$ cat config.mk
export PLATFORM = sky130hd
export DESIGN_NAME = fetch_unit
export DESIGN_NICKNAME = d
export VERILOG_FILES = /design/src/rtl/fetch_unit_pkg.sv /design/src/rtl/fetch_watchdog.sv /design/src/rtl/fetch_unit.sv
export SDC_FILE = /design/constraint.sdc
export NUM_CORES = 1
export LEC_CHECK = 0
export ABC_CLOCK_PERIOD_IN_PS = 3200
export BUFFER_PORTS_ARGS = -buffer_cell sky130_fd_sc_hd__buf_4
export CAP_MARGIN = 20
export CORE_MARGIN = 2
export CORE_UTILIZATION = 50
export DETAILED_ROUTE_END_ITERATION = 8
export PLACE_DENSITY = 0.83
export SYNTH_ARGS = -nofsm -noshare
export SYNTH_HDL_FRONTEND = slang
export SYNTH_HIERARCHICAL = 1
export SYNTH_SLANG_ARGS = --single-unit
$ cat constraint.sdc
create_clock -name clk -period 3.2 [get_ports clk]
set_input_delay 0.16 -clock clk [delete_from_list [all_inputs] [get_ports clk]]
set_output_delay 0.16 -clock clk [all_outputs]
set_load 0.01 [all_outputs]
$ cat src/rtl/fetch_unit_pkg.sv
// Shared definitions for the instruction-fetch front end: state encodings,
// default bubble word and the sequential PC step.
package fetch_unit_pkg;

    typedef enum logic [2:0] {
        S_IDLE  = 3'd0,
        S_ISSUE = 3'd1,
        S_WAIT  = 3'd2,
        S_HOLD  = 3'd3,
        S_ERR   = 3'd4
    } fetch_state_e;

    localparam logic [31:0] NOP_INS_DEF = 32'h0000_0000;
    localparam logic [31:0] PC_STEP     = 32'd4;

    // Instruction addresses are word aligned; low bits of targets are dropped.
    function automatic logic [31:0] align_pc(input logic [31:0] addr);
        return {addr[31:2], 2'b00};
    endfunction

endpackage

$ cat src/rtl/fetch_watchdog.sv
// Memory-response watchdog: counts cycles spent waiting and flags the cycle
// on which the count reaches limit-1 while still enabled.
module fetch_watchdog (
    input  logic       clk,
    input  logic       rst,
    input  logic       clear,
    input  logic       enable,
    input  logic [7:0] limit,
    output logic       expired
);

    logic [7:0] cnt;

    always_ff @(posedge clk or posedge rst) begin
        if (rst)
            cnt <= 8'd0;
        else if (clear)
            cnt <= 8'd0;
        else if (enable)
            cnt <= cnt + 8'd1;
    end

    assign expired = enable && (cnt == limit - 8'd1);

endmodule

$ cat src/rtl/fetch_unit.sv
// Instruction-fetch front end: owns the fetch PC, keeps one imem request in
// flight, buffers the returned word and presents it to the IF/ID register.
module fetch_unit
    import fetch_unit_pkg::*;
#(
    parameter logic [31:0] RESET_PC = 32'h0000_0000,
    parameter logic [31:0] NOP_INS  = NOP_INS_DEF,
    parameter int unsigned TIMEOUT  = 255
) (
    input  logic        clk,
    input  logic        rst,
    input  logic        en_reg,
    input  logic        redirect_en,
    input  logic [31:0] redirect_pc,
    output logic        imem_req,
    output logic [31:0] imem_addr,
    input  logic        imem_rvalid,
    input  logic [31:0] imem_rdata,
    output logic [31:0] ins_out,
    output logic [31:0] pc_out,
    output logic        fetch_valid,
    output logic        fetch_err
);

    fetch_state_e state, state_d;
    logic [31:0]  pc_q, pc_d;
    logic [31:0]  hold_ins, hold_d;
    logic         drop, drop_d;
    logic         err_q, err_d;
    logic         wd_expired;
    logic [31:0]  target;

    assign target = align_pc(redirect_pc);

    fetch_watchdog u_wd (
        .clk     (clk),
        .rst     (rst),
        .clear   (state == S_ISSUE),
        .enable  (state == S_WAIT),
        .limit   (8'(TIMEOUT)),
        .expired (wd_expired)
    );

    always_ff @(posedge clk or posedge rst) begin
        if (rst) begin
            state    <= S_IDLE;
            pc_q     <= RESET_PC;
            hold_ins <= NOP_INS;
            drop     <= 1'b0;
            err_q    <= 1'b0;
        end else begin
            state    <= state_d;
            pc_q     <= pc_d;
            hold_ins <= hold_d;
            drop     <= drop_d;
            err_q    <= err_d;
        end
    end

    always_comb begin
        state_d     = state;
        pc_d        = pc_q;
        hold_d      = hold_ins;
        drop_d      = drop;
        err_d       = err_q;
        imem_req    = 1'b0;
        fetch_valid = 1'b0;
        case (state)
            S_IDLE: state_d = S_ISSUE;
            S_ISSUE: begin
                imem_req = !redirect_en;
                if (redirect_en)
                    pc_d = target;
                else
                    state_d = S_WAIT;
            end
            S_WAIT: begin
                if (imem_rvalid) begin
                    if (drop || redirect_en) begin
                        // Wrong-path word: discard and refetch from the newest target.
                        drop_d  = 1'b0;
                        state_d = S_ISSUE;
                        if (redirect_en)
                            pc_d = target;
                    end else begin
                        hold_d  = imem_rdata;
                        state_d = S_HOLD;
                    end
                end else if (wd_expired) begin
                    err_d   = 1'b1;
                    state_d = S_ERR;
                end else if (redirect_en) begin
                    pc_d   = target;
                    drop_d = 1'b1;
                end
            end
            S_HOLD: begin
                fetch_valid = 1'b1;
                if (redirect_en) begin
                    pc_d    = target;
                    state_d = S_ISSUE;
                end else if (en_reg) begin
                    pc_d    = pc_q + PC_STEP;
                    state_d = S_ISSUE;
                end
            end
            S_ERR: ;
            default: state_d = S_IDLE;
        endcase
    end

    assign imem_addr = pc_q;
    assign pc_out    = pc_q + PC_STEP;
    assign ins_out   = fetch_valid ? hold_ins : NOP_INS;
    assign fetch_err = err_q;

endmodule
==> Word level (Yosys, flattened, before mapping) <==
Cells that the tools add are included.
{ "word_totals": {"wordCells": 58, "reg_bits": 77, "in_bits": 69} }
{ "op_classes": {"n_eq_ne": 12, "n_mux": 23, "reduce_logical": 12, "bitwise_logic": 3, "add_sub_neg": 2} }
{ "ops": {"columns": ["operator", "count"], "rows": [
  ["32-bit 2-to-1 mux", 7],
  ["32-bit one-hot mux with 3 select lines", 1],
  ["32-bit by 3-bit adder with 32-bit output, second input constant", 1],
  ["8-bit 2-to-1 mux", 2],
  ["3-bit 2-to-1 mux", 5],
  ["3-bit one-hot mux with 5 select lines", 1],
  ["3-bit != test, second input constant", 4],
  ["4-bit AND reduction", 3],
  ["8-bit by 1-bit adder with 8-bit output, second input constant", 1],
  ["8-bit == test, second input constant", 1],
  ["3-bit by 2-bit == test with 1-bit output, second input constant", 2],
  ["1-bit 2-to-1 mux", 6],
  ["3-bit AND reduction", 2],
  ["2-bit != test, second input constant", 2],
  ["2-bit nonzero test", 2],
  ["3-bit by 1-bit == test with 1-bit output, second input constant", 1],
  ["3-bit == test, second input constant", 1],
  ["3-bit zero test", 1],
  ["1-bit inverter", 3],
  ["3-bit nonzero test", 1],
  ["2-bit 2-to-1 mux", 1],
  ["2-bit by 1-bit != test with 1-bit output, second input constant", 1],
  ["1-bit logical AND", 1],
  ["1-bit zero test", 1],
  ["1-bit logical OR", 1]
]} }

==> Depth between registers and ports, before layout <==
Gate-level depths: netlist of the first run.
{ "depth": {"word_depth": 5, "mapped_depth": 12} }

==> Hierarchy <==
The synthesis of the first run kept the hierarchy.
{ "by_module_without_submodules": {"columns": ["module", "instances", "area_per_inst_um2", "cells_per_inst"], "rows": [
  ["fetch_unit", 1, 3870.0, 402],
  ["fetch_watchdog", 1, 625.6, 70]
]} }

==> Worst setup path before layout of the first run <==
No wires, ideal clock.
{ "synth_path": {"kind": "register -> register", "from": "register state[0]", "to": "register pc_q[26] (netlist: imem_addr[26])", "setup_ps": 137, "t_arrival_ps": 2674, "path_stages_with_launch": 13, "period_less_slack_ps": 2811, "n_path_buf": 3, "path_slack_ps": 389, "cell_sequence": "dfrtp_1 buf_2 nor3b_2 clkbuf_1 nand3_1 or4_1 a211oi_1 nand2b_1 nand3_1 a31o_2 clkbuf_1 a21oi_1 a2bb2oi_1"} }
{ "synth_via": {"elab_chain_cells": 4, "word_cells_on_any_way": 10} }
{ "synth_rtl": {"columns": ["item", "line_no", "text"], "rows": [
  ["start: declaration", "fetch_unit.sv:25", "fetch_state_e state, state_d;"],
  ["start signal: assignment", "fetch_unit.sv:52", "state <= state_d;"],
  ["3-bit by 2-bit == test with 1-bit output", "fetch_unit.sv:39", ".enable (state == S_WAIT),"],
  ["1-bit logical AND", "fetch_watchdog.sv:23", "assign expired = enable && (cnt == limit - 8'd1);"],
  ["named net wd_expired", "fetch_unit.sv:30", "logic wd_expired;"],
  ["3-bit != test (no line)", null, null],
  ["4-bit AND reduction (no line)", null, null],
  ["end signal: assignment", "fetch_unit.sv:53", "pc_q <= pc_d;"],
  ["end: declaration", "fetch_unit.sv:26", "logic [31:0] pc_q, pc_d;"]
]} }
The timed path passes the listed nets, and every way through them passes these cells.
A chain may end at the register's enable or synchronous reset.

==> Worst setup path in the final report of the first run <==
{ "layout_path": {"from": "register state[1]", "to": "register pc_q[19] (netlist: imem_addr[19])"} }
Same word-level chain as after synthesis.

==> results of run 1 <==
flip-flops by register name, indices dropped and copies added, names as in the netlist:
signal	count
fetch_err	1
hold_ins	32
drop	1
imem_addr	30
u_wd/cnt	8
state	3
through the flow:
stage | std cells | power, uW | setup WS, ns
final | 762 | 5194 | 0.4156
after global routing | 762 | 5554 | 0.2160
after CTS | 762 | 5235 | 0.4244
after detailed placement | 747 | 4579 | 0.4450
after global placement | 747 | 4466 | 0.4975
after floorplan | 503 | 3338 | 0.3889
area by class of cell:
type | count | share of cell area, %
multi-input combinational | 382 | 41.81
inverter | 10 | 0.6188
timing repair buffer | 173 | 21.66
sequential | 75 | 30.94
tap | 108 | 2.228
clock inverter | 3 | 0.2475
clock buffer | 11 | 2.496
cell families (layout without fill, tap and decap cells):
kind of cell	Yosys count	after routing	synth area share, %
simple gates	166	166	20.85
compound gates	101	101	14.58
flops	75	75	41.75
buf+inv	46	197	4.593
xor+xnor	45	45	8.767
mux	34	34	8.461
fa+ha+maj	3	3	0.8350
other cells	2	33	0.1671
synth_stat cells, types with 3 or more instances:
cell        n
dfrtp_1    75
o22ai_1    20
clkbuf_1   19
xnor2_1    35
nor3_1      4
o21ai_0    14
a21oi_1    30
ha_1        3
a211oi_1    3
xor2_1     10
nor2_1     28
nor3b_1     3
nand2_1    41
mux2_2     32
nand2b_1    3
a2bb2oi_1  19
buf_4       5
and2_1     35
a31oi_1     3
nand4_1     9
inv_1      10
buf_2      12
o2bb2ai_1   3
nand3_1    17
worst max-delay path, cell delays in order (launching register included):
cell and delay, ns:
dfrtp_1 0.51, nor3b_2 0.25, nand3_1 0.08, or4_1 0.48
a211oi_1 0.35, nand2b_1 0.14, nand3_1 0.14, a31o_2 0.16
buf_4 0.31, a21oi_1 0.08, a2bb2oi_1 0.15
cells in the final DEF (no fill, tap or decap), types with 19 or more instances in the layout:
master	instances
buf_4	171
dfrtp_1	75
nand2_1	41
xnor2_1	35
and2_1	35
conb_1	33
mux2_2	32
a21oi_1	30
nor2_1	28
o22ai_1	20
a2bb2oi_1	19
worst paths after layout:
| kind | depth (start not counted) | slack, ns | endpoint |
|---|---|---|---|
| max reg2reg | 10 | 0.42 | imem_addr[19]$_DFFE_PP0P_ |
| min in group asynchronous | 3 | 0.33 | u_wd/cnt[7]$_DFFE_PP0P_ |
| min | 2 | 0.02 | drop$_DFFE_PP0P_ |
| min reg2reg | 1 | 0.50 | hold_ins[21]$_DFFE_PP0P_ |
| max in group asynchronous | 4 | 2.03 | hold_ins[18]$_DFFE_PP0P_ |
| max | 10 | 0.42 | imem_addr[19]$_DFFE_PP0P_ |
metal layers:
metal,share of wire (%),track usage (%),vias up
li1,-,-,1989
met1,41,29.59,1927
met2,49,39.29,185
met3,7.7,4.397,25
met4,2.2,9.800,0
met5,0,0,-
report_power, final:
| part | internal, uW | total, uW | leakage [uW] | switching (uW) |
|---|---|---|---|---|
| clock network | 312 | 647 | 0.0000908 | 336 |
| logic | 1450 | 2720 | 0.00181 | 1260 |
| registers | 1340 | 1830 | 0.000922 | 487 |
==> impl_metrics.py, run 1 <==
metrics = {
    "placed_design": {
        "placed_area_um2": 5889,
        "port_buffers": 161,
        "dpl.hpwl_mm": 8.604,
        "place.gp.congestion": 0.8539,
    },
    "critical_path": {
        "crit_fanout": 30,
        "worst-setup-path-type": "reg2reg",
        "cp_data_arrival_time_ns": 2.99,
        "r2r-start": "state[1]$_DFFE_PP0P_",
        "end_kind": "flop",
        "crit_path_start": "state[1]$_DFFE_PP0P_",
        "cp_data_required_time_ns": 3.41,
        "worstSetupStartpointType": "flop",
    },
    "timing": {
        "hold_viol_final": 0,
        "whs_ns": 0.01744,
        "fin_crit_sh_pct": 87.01,
        "fmax_mhz": 359.1,
        "worstMarginPinSlew_ns": 0.7956,
        "fin_setup_tns_ns": 0,
        "rsz0062_at_grt": "no",
        "setup_viol": 0,
        "slew_headroom_pct": 46.96,
        "fin_skew_ns": 0.009723,
        "finalCriticalPeriod_ns": 2.784,
        "slew_violations": 0,
    },
    "drt": {
        "wl_per_cell_um": 15.19,
        "dr.pass1.iters": 5,
        "drt_wl_total_mm": 11.57,
        "drtAntennaViolNets": 0,
        "via_per_inst": 5.415,
        "drt_iter0_markers": 138,
        "vias": 4126,
        "drt_drc_violations_left": 0,
    },
    "clock_tree": {
        "clk_latency_ns": 0.34,
        "clkTransAtPathRegs_ns": 0.08,
        "htree_levels": 3,
        "ctsResizeCount": 0,
        "cts.path.max_buffers": 2,
        "cts_setup_buffers": 0,
        "cts_inserted_buffers": 9,
        "cts_tree": "done",
        "cts_hold_buf": 1,
        "clock-root-buffer": "clkbuf_8",
        "clkSinkCount": 75,
    },
    "floorplanning": {
        "rows": 34,
        "start_util_pct": 51.55,
        "core_um2": 8721,
        "dieArea_um2": 9765,
        "num_io_pins": 168,
        "dieHeight_um": 98.82,
        "die_w_um": 98.82,
    },
    "yosys": {
        "post-synth-top-area-cell": "dfrtp_1",
        "synthTopCellsByArea": "dfrtp_1 42%, mux2_2 8.0%, xnor2_1 6.8%, and2_1 4.9%, a2bb2oi_1 3.7%",
        "yosysUniqueCellTypes": 53,
        "async_reset_ff_share_pct": 100.0,
        "seq_area_frac_synth_pct": 41.75,
        "netlist_instances": 472,
        "yosysTopAreaCellShare_pct": 41.75,
        "synth_edf_count": 0,
        "synth.avg_cell_area_um2": 9.524,
        "ys.flop_type": "dfrtp_1",
        "ys_seq_elements": 75,
        "netlist_area_um2": 4496,
        "ys_warn_count": 6,
    },
    "status": {
        "status": "complete, no violations",
    },
    "power_and_ir_drop": {
        "vdd_ir_drop_max_uv": 319.0,
        "p_leak_uw": 0.002822,
        "power_density_nw_per_um2": 856.3,
    },
    "worst_hold_path": {
        "hold_start": "imem_rvalid",
        "hp-class": "in2reg",
    },
    "finish": {
        "post-route-cell-area_um2": 6066,
        "final_util_pct": 69.56,
        "fill_cells": 687,
        "fin_nets": 723,
        "seqCellArea_um2": 1877,
        "n_antenna_cell": 0,
        "drive_gt1_share_pct": 36.09,
        "multi_input_area_um2": 2536,
        "synthToLayoutAreaGrowth_pct": 34.93,
    },
    "flow_run": {
        "cap_violations": 0,
    },
    "global_routing": {
        "antenna_found_initial": 0,
        "grt_pass1_wl_mm": 18.69,
        "grt_usage_pct": 23.36,
        "overflow": 0,
        "grt_pass1_vias": 3995,
        "grt_start_max_net_pins": 39,
    },
}
(Power assumes the default switching activity.)
==> run 2, diff against run 1 <==
--- a/config.mk
+++ b/config.mk
@@ -8,10 +8,13 @@
 export ABC_CLOCK_PERIOD_IN_PS = 3200
 export BUFFER_PORTS_ARGS = -buffer_cell sky130_fd_sc_hd__buf_4
 export CAP_MARGIN = 20
+export CELL_PAD_IN_SITES_DETAIL_PLACEMENT = 0
+export CELL_PAD_IN_SITES_GLOBAL_PLACEMENT = 1
 export CORE_MARGIN = 2
-export CORE_UTILIZATION = 50
+export CORE_UTILIZATION = 38
+export CTS_BUF_LIST = sky130_fd_sc_hd__clkbuf_8
 export DETAILED_ROUTE_END_ITERATION = 8
-export PLACE_DENSITY = 0.83
+export PLACE_DENSITY = 0.85
 export SYNTH_ARGS = -nofsm -noshare
 export SYNTH_HDL_FRONTEND = slang
 export SYNTH_HIERARCHICAL = 1
==> run 2 against run 1 <==
  * Clock skew increased by 0.0029 ns
  * Critical path depth decreased by 1
  * Cell count increased by 4.6%
  * Via count decreased by 1.5%
  * First-iteration DRC count increased by 83%
  * Flip-flop and latch count unchanged
  * Global-route usage decreased by 5.1 points
  * Count of clock-buffer cells in the layout unchanged
  * Non-clock buffer count decreased by 2
==> impl_metrics.py, run 2 (synthesis gave the netlist of run 1 again) <==
metrics = {
    "status": {
        "status": "complete, no violations",
    },
    "placed_design": {
        "placed_area_um2": 5911,
        "dpl.hpwl_mm": 8.671,
        "port_buffers": 161,
        "place.gp.congestion": 0.8206,
        "dp_slack_ns": 0.2566,
    },
    "critical_path": {
        "end_kind": "flop",
        "worst-setup-path-type": "reg2reg",
        "critPathSlowestCell": "dfrtp_1",
        "worstSetupStartpointType": "flop",
        "cp_data_required_time_ns": 3.47,
        "crit_fanout": 22,
        "worst_path_largest_cell_delay_ns": 0.51,
        "path_cells": "nor3b_2, nand3_1, or4_1, a211oi_1, nand2b_1, nand3_1, a31oi_2, buf_4, a2bb2oi_1",
        "critPathMostFrequentCell": "nand3_1",
        "cp_data_arrival_time_ns": 3.18,
    },
    "clock_tree": {
        "clkTransAtPathRegs_ns": 0.08,
        "clock-root-buffer": "clkbuf_8",
        "clkSinkCount": 75,
        "clk_latency_ns": 0.35,
        "cts_setup_buffers": 0,
        "cts_hold_buf": 1,
        "cts_tree": "done",
        "htree_levels": 3,
        "cts_inserted_buffers": 9,
        "ctsResizeCount": 0,
        "cts.path.max_buffers": 2,
    },
    "power_and_ir_drop": {
        "power_density_nw_per_um2": 872.3,
        "p_leak_uw": 0.002839,
        "vdd_ir_drop_max_uv": 432.8,
        "p_total_uw": 5362,
    },
    "finish": {
        "fin_nets": 721,
        "multi_input_area_um2": 2541,
        "post-route-cell-area_um2": 6147,
        "final_util_pct": 53.61,
        "fill_cells": 1042,
        "layout_common_cells": "170 x buf_4, 75 x dfrtp_1, 41 x nand2_1",
        "n_antenna_cell": 0,
        "synthToLayoutAreaGrowth_pct": 36.74,
        "drive_gt1_share_pct": 36.24,
        "seqCellArea_um2": 1877,
        "final_common_cell": "buf_4",
        "largest_reg_flops": 32,
        "top_register": "hold_ins",
    },
    "flow_run": {
        "cap_violations": 0,
    },
    "timing": {
        "fin_skew_ns": 0.01261,
        "fin_setup_tns_ns": 0,
        "setup_viol": 0,
        "finalCriticalPeriod_ns": 2.907,
        "hold_viol_final": 0,
        "fin_crit_sh_pct": 90.85,
        "fmax_mhz": 344.0,
        "setup_slack_ns": 0.2927,
        "slew_violations": 0,
        "rsz0062_at_grt": "no",
        "worstMarginPinSlew_ns": 1.092,
        "slew_headroom_pct": 26.95,
    },
    "global_routing": {
        "grt_pass1_vias": 3863,
        "grt_start_max_net_pins": 66,
        "grt_pass1_wl_mm": 18.98,
        "overflow": 0,
        "grt_usage_pct": 18.26,
        "antenna_found_initial": 0,
    },
    "drt": {
        "dr.pass1.iters": 5,
        "drt_wl_total_mm": 11.87,
        "drt_iter0_markers": 253,
        "drt_drc_violations_left": 0,
        "wl_per_cell_um": 14.90,
        "via_per_inst": 5.102,
        "vias": 4066,
        "drtAntennaViolNets": 0,
    },
    "floorplanning": {
        "start_util_pct": 39.20,
        "dieHeight_um": 112.8,
        "rows": 39,
        "die_w_um": 112.8,
        "dieArea_um2": 12720,
        "num_io_pins": 168,
        "core_um2": 11470,
    },
    "worst_hold_path": {
        "hp-class": "in2reg",
    },
}
[run 2: routing by layer]
metal	global-route usage [%]	part of all wire (%)	up-vias
li1	-	-	1991
met1	23.85	43	1935
met2	30.70	49	129
met3	3.589	6.7	11
met4	5.691	1.1	0
met5	0	0	-
[run 2: area by class of cell]
| cell class | instances | share of cell area (%) |
|---|---|---|
| Clock buffer | 11 | 2.463 |
| Sequential cell | 75 | 30.53 |
| Tap cell | 143 | 2.911 |
| Multi-Input combinational cell | 382 | 41.34 |
| Timing Repair Buffer | 171 | 20.92 |
| Inverter | 10 | 0.6106 |
| Clock inverter | 5 | 1.221 |
[run 2: power by group]
| group | internal, uW | switching [uW] | leakage (uW) |
|---|---|---|---|
| combinational | 1440 | 1270 | 0.00180 |
| sequential | 1340 | 481 | 0.000922 |
| clock | 478 | 350 | 0.000119 |
| total | 3260 | 2100 | 0.00284 |
[run 2: stage by stage]
step | instances | hold WS (ns)
6_report | 797 | 0.03887
3_5_place_dp | 780 | 0.1405
2_1_floorplan | 503 | -0.02434
5_1_grt | 797 | 0.01735
3_3_place_gp | 780 | 0.1349
4_1_cts | 797 | 0.01120
[run 2: final timing paths]
path / start / end / slack [ns] / cells after the start
worst min-delay path: imem_rdata[28] / hold_ins[28]$_DFFE_PP0P_ / 0.04 / 2
worst max register to register: state[1]$_DFFE_PP0P_ / imem_addr[22]$_DFFE_PP0P_ / 0.29 / 9
worst max-delay path: state[1]$_DFFE_PP0P_ / imem_addr[22]$_DFFE_PP0P_ / 0.29 / 9
max in group asynchronous: rst / hold_ins[14]$_DFFE_PP0P_ / 1.71 / 4
worst min register to register: hold_ins[21]$_DFFE_PP0P_ / hold_ins[21]$_DFFE_PP0P_ / 0.50 / 1
min in group asynchronous: rst / u_wd/cnt[6]$_DFFE_PP0P_ / 0.32 / 3
[run 2: worst max-delay path, delay by kind of cell, from the launching register on]
kind	cells	cell delay [ns]
DFF	1	0.51
and+or+nand+nor	5	1.08
AOI/OAI and AO/OA	3	0.89
buffers and inverters	1	0.36
==> run 3, diff against run 2 <==
--- a/config.mk
+++ b/config.mk
@@ -10,6 +10,7 @@
 export CAP_MARGIN = 20
 export CELL_PAD_IN_SITES_DETAIL_PLACEMENT = 0
 export CELL_PAD_IN_SITES_GLOBAL_PLACEMENT = 1
+export CORE_ASPECT_RATIO = 0.6
 export CORE_MARGIN = 2
 export CORE_UTILIZATION = 38
 export CTS_BUF_LIST = sky130_fd_sc_hd__clkbuf_8
==> run 3 against run 2 <==
  * Cell area about the same
  * Worst hold slack got worse by 0.011 ns
  * Flip-flop and latch count did not move
  * Count of clock-buffer cells in the layout decreased by 1
  * Clock power shrank 15%
  * Wire length up 5.4%
  * Total power fell by 1.5%
  * Setup slack better by 0.064 ns
  * Sequential power about the same
  * Die area up 0.23%
  * Sequential share of layout area is essentially flat
  * Critical path type unchanged
  * Largest power group unchanged
==> impl_metrics.py, run 3 (synthesis gave the netlist of run 1 again) <==
metrics = {
    "clock_tree": {
        "clkSinkCount": 75,
        "cts_inserted_buffers": 9,
        "clk_latency_ns": 0.36,
        "clock-root-buffer": "clkbuf_8",
        "cts_tree": "done",
        "cts_hold_buf": 2,
        "cts.path.max_buffers": 2,
        "ctsResizeCount": 0,
        "cts_setup_buffers": 0,
        "htree_levels": 3,
        "clkTransAtPathRegs_ns": 0.09,
    },
    "timing": {
        "slew_violations": 0,
        "fin_setup_tns_ns": 0,
        "setup_viol": 0,
        "fin_skew_ns": 0.01157,
        "rsz0062_at_grt": "no",
        "hold_viol_final": 0,
        "finalCriticalPeriod_ns": 2.844,
        "slew_headroom_pct": 41.54,
        "fin_crit_sh_pct": 88.86,
        "worstMarginPinSlew_ns": 0.8758,
        "fmax_mhz": 351.7,
    },
    "floorplanning": {
        "die_w_um": 144.4,
        "rows": 30,
        "start_util_pct": 39.40,
        "num_io_pins": 168,
        "dieHeight_um": 88.25,
        "core_um2": 11410,
        "dieArea_um2": 12750,
    },
    "critical_path": {
        "cp_data_required_time_ns": 3.42,
        "worstSetupStartpointType": "flop",
        "crit_fanout": 30,
        "worst-setup-path-type": "reg2reg",
        "end_kind": "flop",
        "cp_data_arrival_time_ns": 3.06,
    },
    "finish": {
        "layout_common_cells": "169 x buf_4, 75 x dfrtp_1, 41 x nand2_1",
        "drive_gt1_share_pct": 36.18,
        "final_common_cell": "buf_4",
        "synthToLayoutAreaGrowth_pct": 36.82,
        "post-route-cell-area_um2": 6151,
        "largest_reg_flops": 32,
        "fill_cells": 1055,
        "final_cells": 815,
        "top_register": "hold_ins",
        "n_antenna_cell": 0,
        "fin_nets": 722,
        "final_util_pct": 53.90,
    },
    "power_and_ir_drop": {
        "sw_frac_of_total_pct": 41.11,
        "p_switching_uw": 2172,
        "intPower_uw": 3111,
        "seqPwrFrac_pct": 34.7,
        "p_total_uw": 5283,
        "combPwrFrac_pct": 52.1,
        "power_frac_clock_pct": 13.2,
        "p_leak_uw": 0.002813,
        "vdd_ir_drop_max_uv": 335.1,
        "power_density_nw_per_um2": 858.9,
    },
    "placed_design": {
        "dpl.hpwl_mm": 9.302,
        "placed_area_um2": 5944,
        "dp_cells": 797,
        "port_buffers": 161,
        "place.gp.congestion": 0.7823,
    },
    "flow_run": {
        "cap_violations": 0,
    },
    "drt": {
        "drt_iter0_markers": 259,
        "drt_wl_total_mm": 12.51,
        "drt_drc_violations_left": 0,
        "wl_per_cell_um": 15.35,
        "via_per_inst": 5.049,
        "dr.pass1.iters": 5,
        "vias": 4115,
        "drtAntennaViolNets": 0,
    },
    "worst_hold_path": {
        "hp-class": "in2reg",
    },
    "global_routing": {
        "overflow": 0,
        "grt_pass1_vias": 3919,
        "grt_usage_pct": 19.83,
        "grt_pass1_wl_mm": 19.74,
        "grt_start_max_net_pins": 66,
        "antenna_found_initial": 0,
    },
    "status": {
        "status": "complete, no violations",
    },
}
==> run 3: cell types whose count changed in the layout (fill, tap and decap cells not counted), sizes merged <==
cell and change:
inv +2, clkinvlp +3, dlygate4sd3 +1, clkbuf -1
bufinv -2, clkinv -2
==> run 3: area by class of cell <==
type / instances / area [um2] / share of cell area (%)
multi-input combinational: 382 / 2541 / 41.31
sequential: 75 / 1877 / 30.51
timing repair buffer: 172 / 1309 / 21.28
tap: 160 / 200.2 / 3.255
clock buffer: 10 / 137.6 / 2.238
clock inverter: 6 / 48.80 / 0.7933
inverter: 10 / 37.54 / 0.6103
==> run 3: critical path, cell delays in order, from the launching register on <==
cell and delay (ns):
dfrtp_1 0.52, nor3b_2 0.25, nand3_1 0.09, or4_1 0.50, a211oi_1 0.42, nand2b_1 0.15
nand3_1 0.15, a31o_2 0.19, buf_12 0.19, a21oi_1 0.07, a2bb2oi_1 0.17
==> run 3: per-stage QoR <==
step / setup WS [ns] / hold slack [ns]
6_report: 0.3563 / 0.02795
5_1_grt: 0.1179 / 0.002365
4_1_cts: 0.3595 / 0.003086
3_5_place_dp: 0.3956 / 0.1676
3_3_place_gp: 0.4649 / 0.1448
2_1_floorplan: 0.3889 / -0.02434
==> run 3: power groups by stage <==
stage	sequential [uW]	combinational, uW	clock, uW
2_1_floorplan	1770	1560	0
3_3_place_gp	1820	2720	0
3_5_place_dp	1850	2760	0
4_1_cts	1830	2770	729
5_1_grt	1910	3010	767
6_report	1830	2750	700
==> run 3: layer usage <==
metal  global-route usage [%]  up-vias  share of wire, %
met5                        0        -                 0
met4                    4.060        0              0.58
met3                    5.411        7               8.2
met2                    30.33      152                44
met1                    28.52     1961                47
li1                         -     1995                 -
==> run 3: worst paths after layout <==
| kind | slack [ns] | depth (start not counted) | end | from |
|---|---|---|---|---|
| worst min-delay path | 0.03 | 2 | hold_ins[12]$_DFFE_PP0P_ | imem_rdata[12] |
| min in group asynchronous | 0.34 | 3 | u_wd/cnt[7]$_DFFE_PP0P_ | rst |
| worst max register to register | 0.36 | 10 | imem_addr[5]$_DFFE_PP0P_ | state[1]$_DFFE_PP0P_ |
| max in group asynchronous | 1.99 | 4 | hold_ins[7]$_DFFE_PP0P_ | rst |
| worst max-delay path | 0.36 | 10 | imem_addr[5]$_DFFE_PP0P_ | state[1]$_DFFE_PP0P_ |
| worst min register to register | 0.49 | 1 | fetch_err$_DFFE_PP0P_ | fetch_err$_DFFE_PP0P_ |
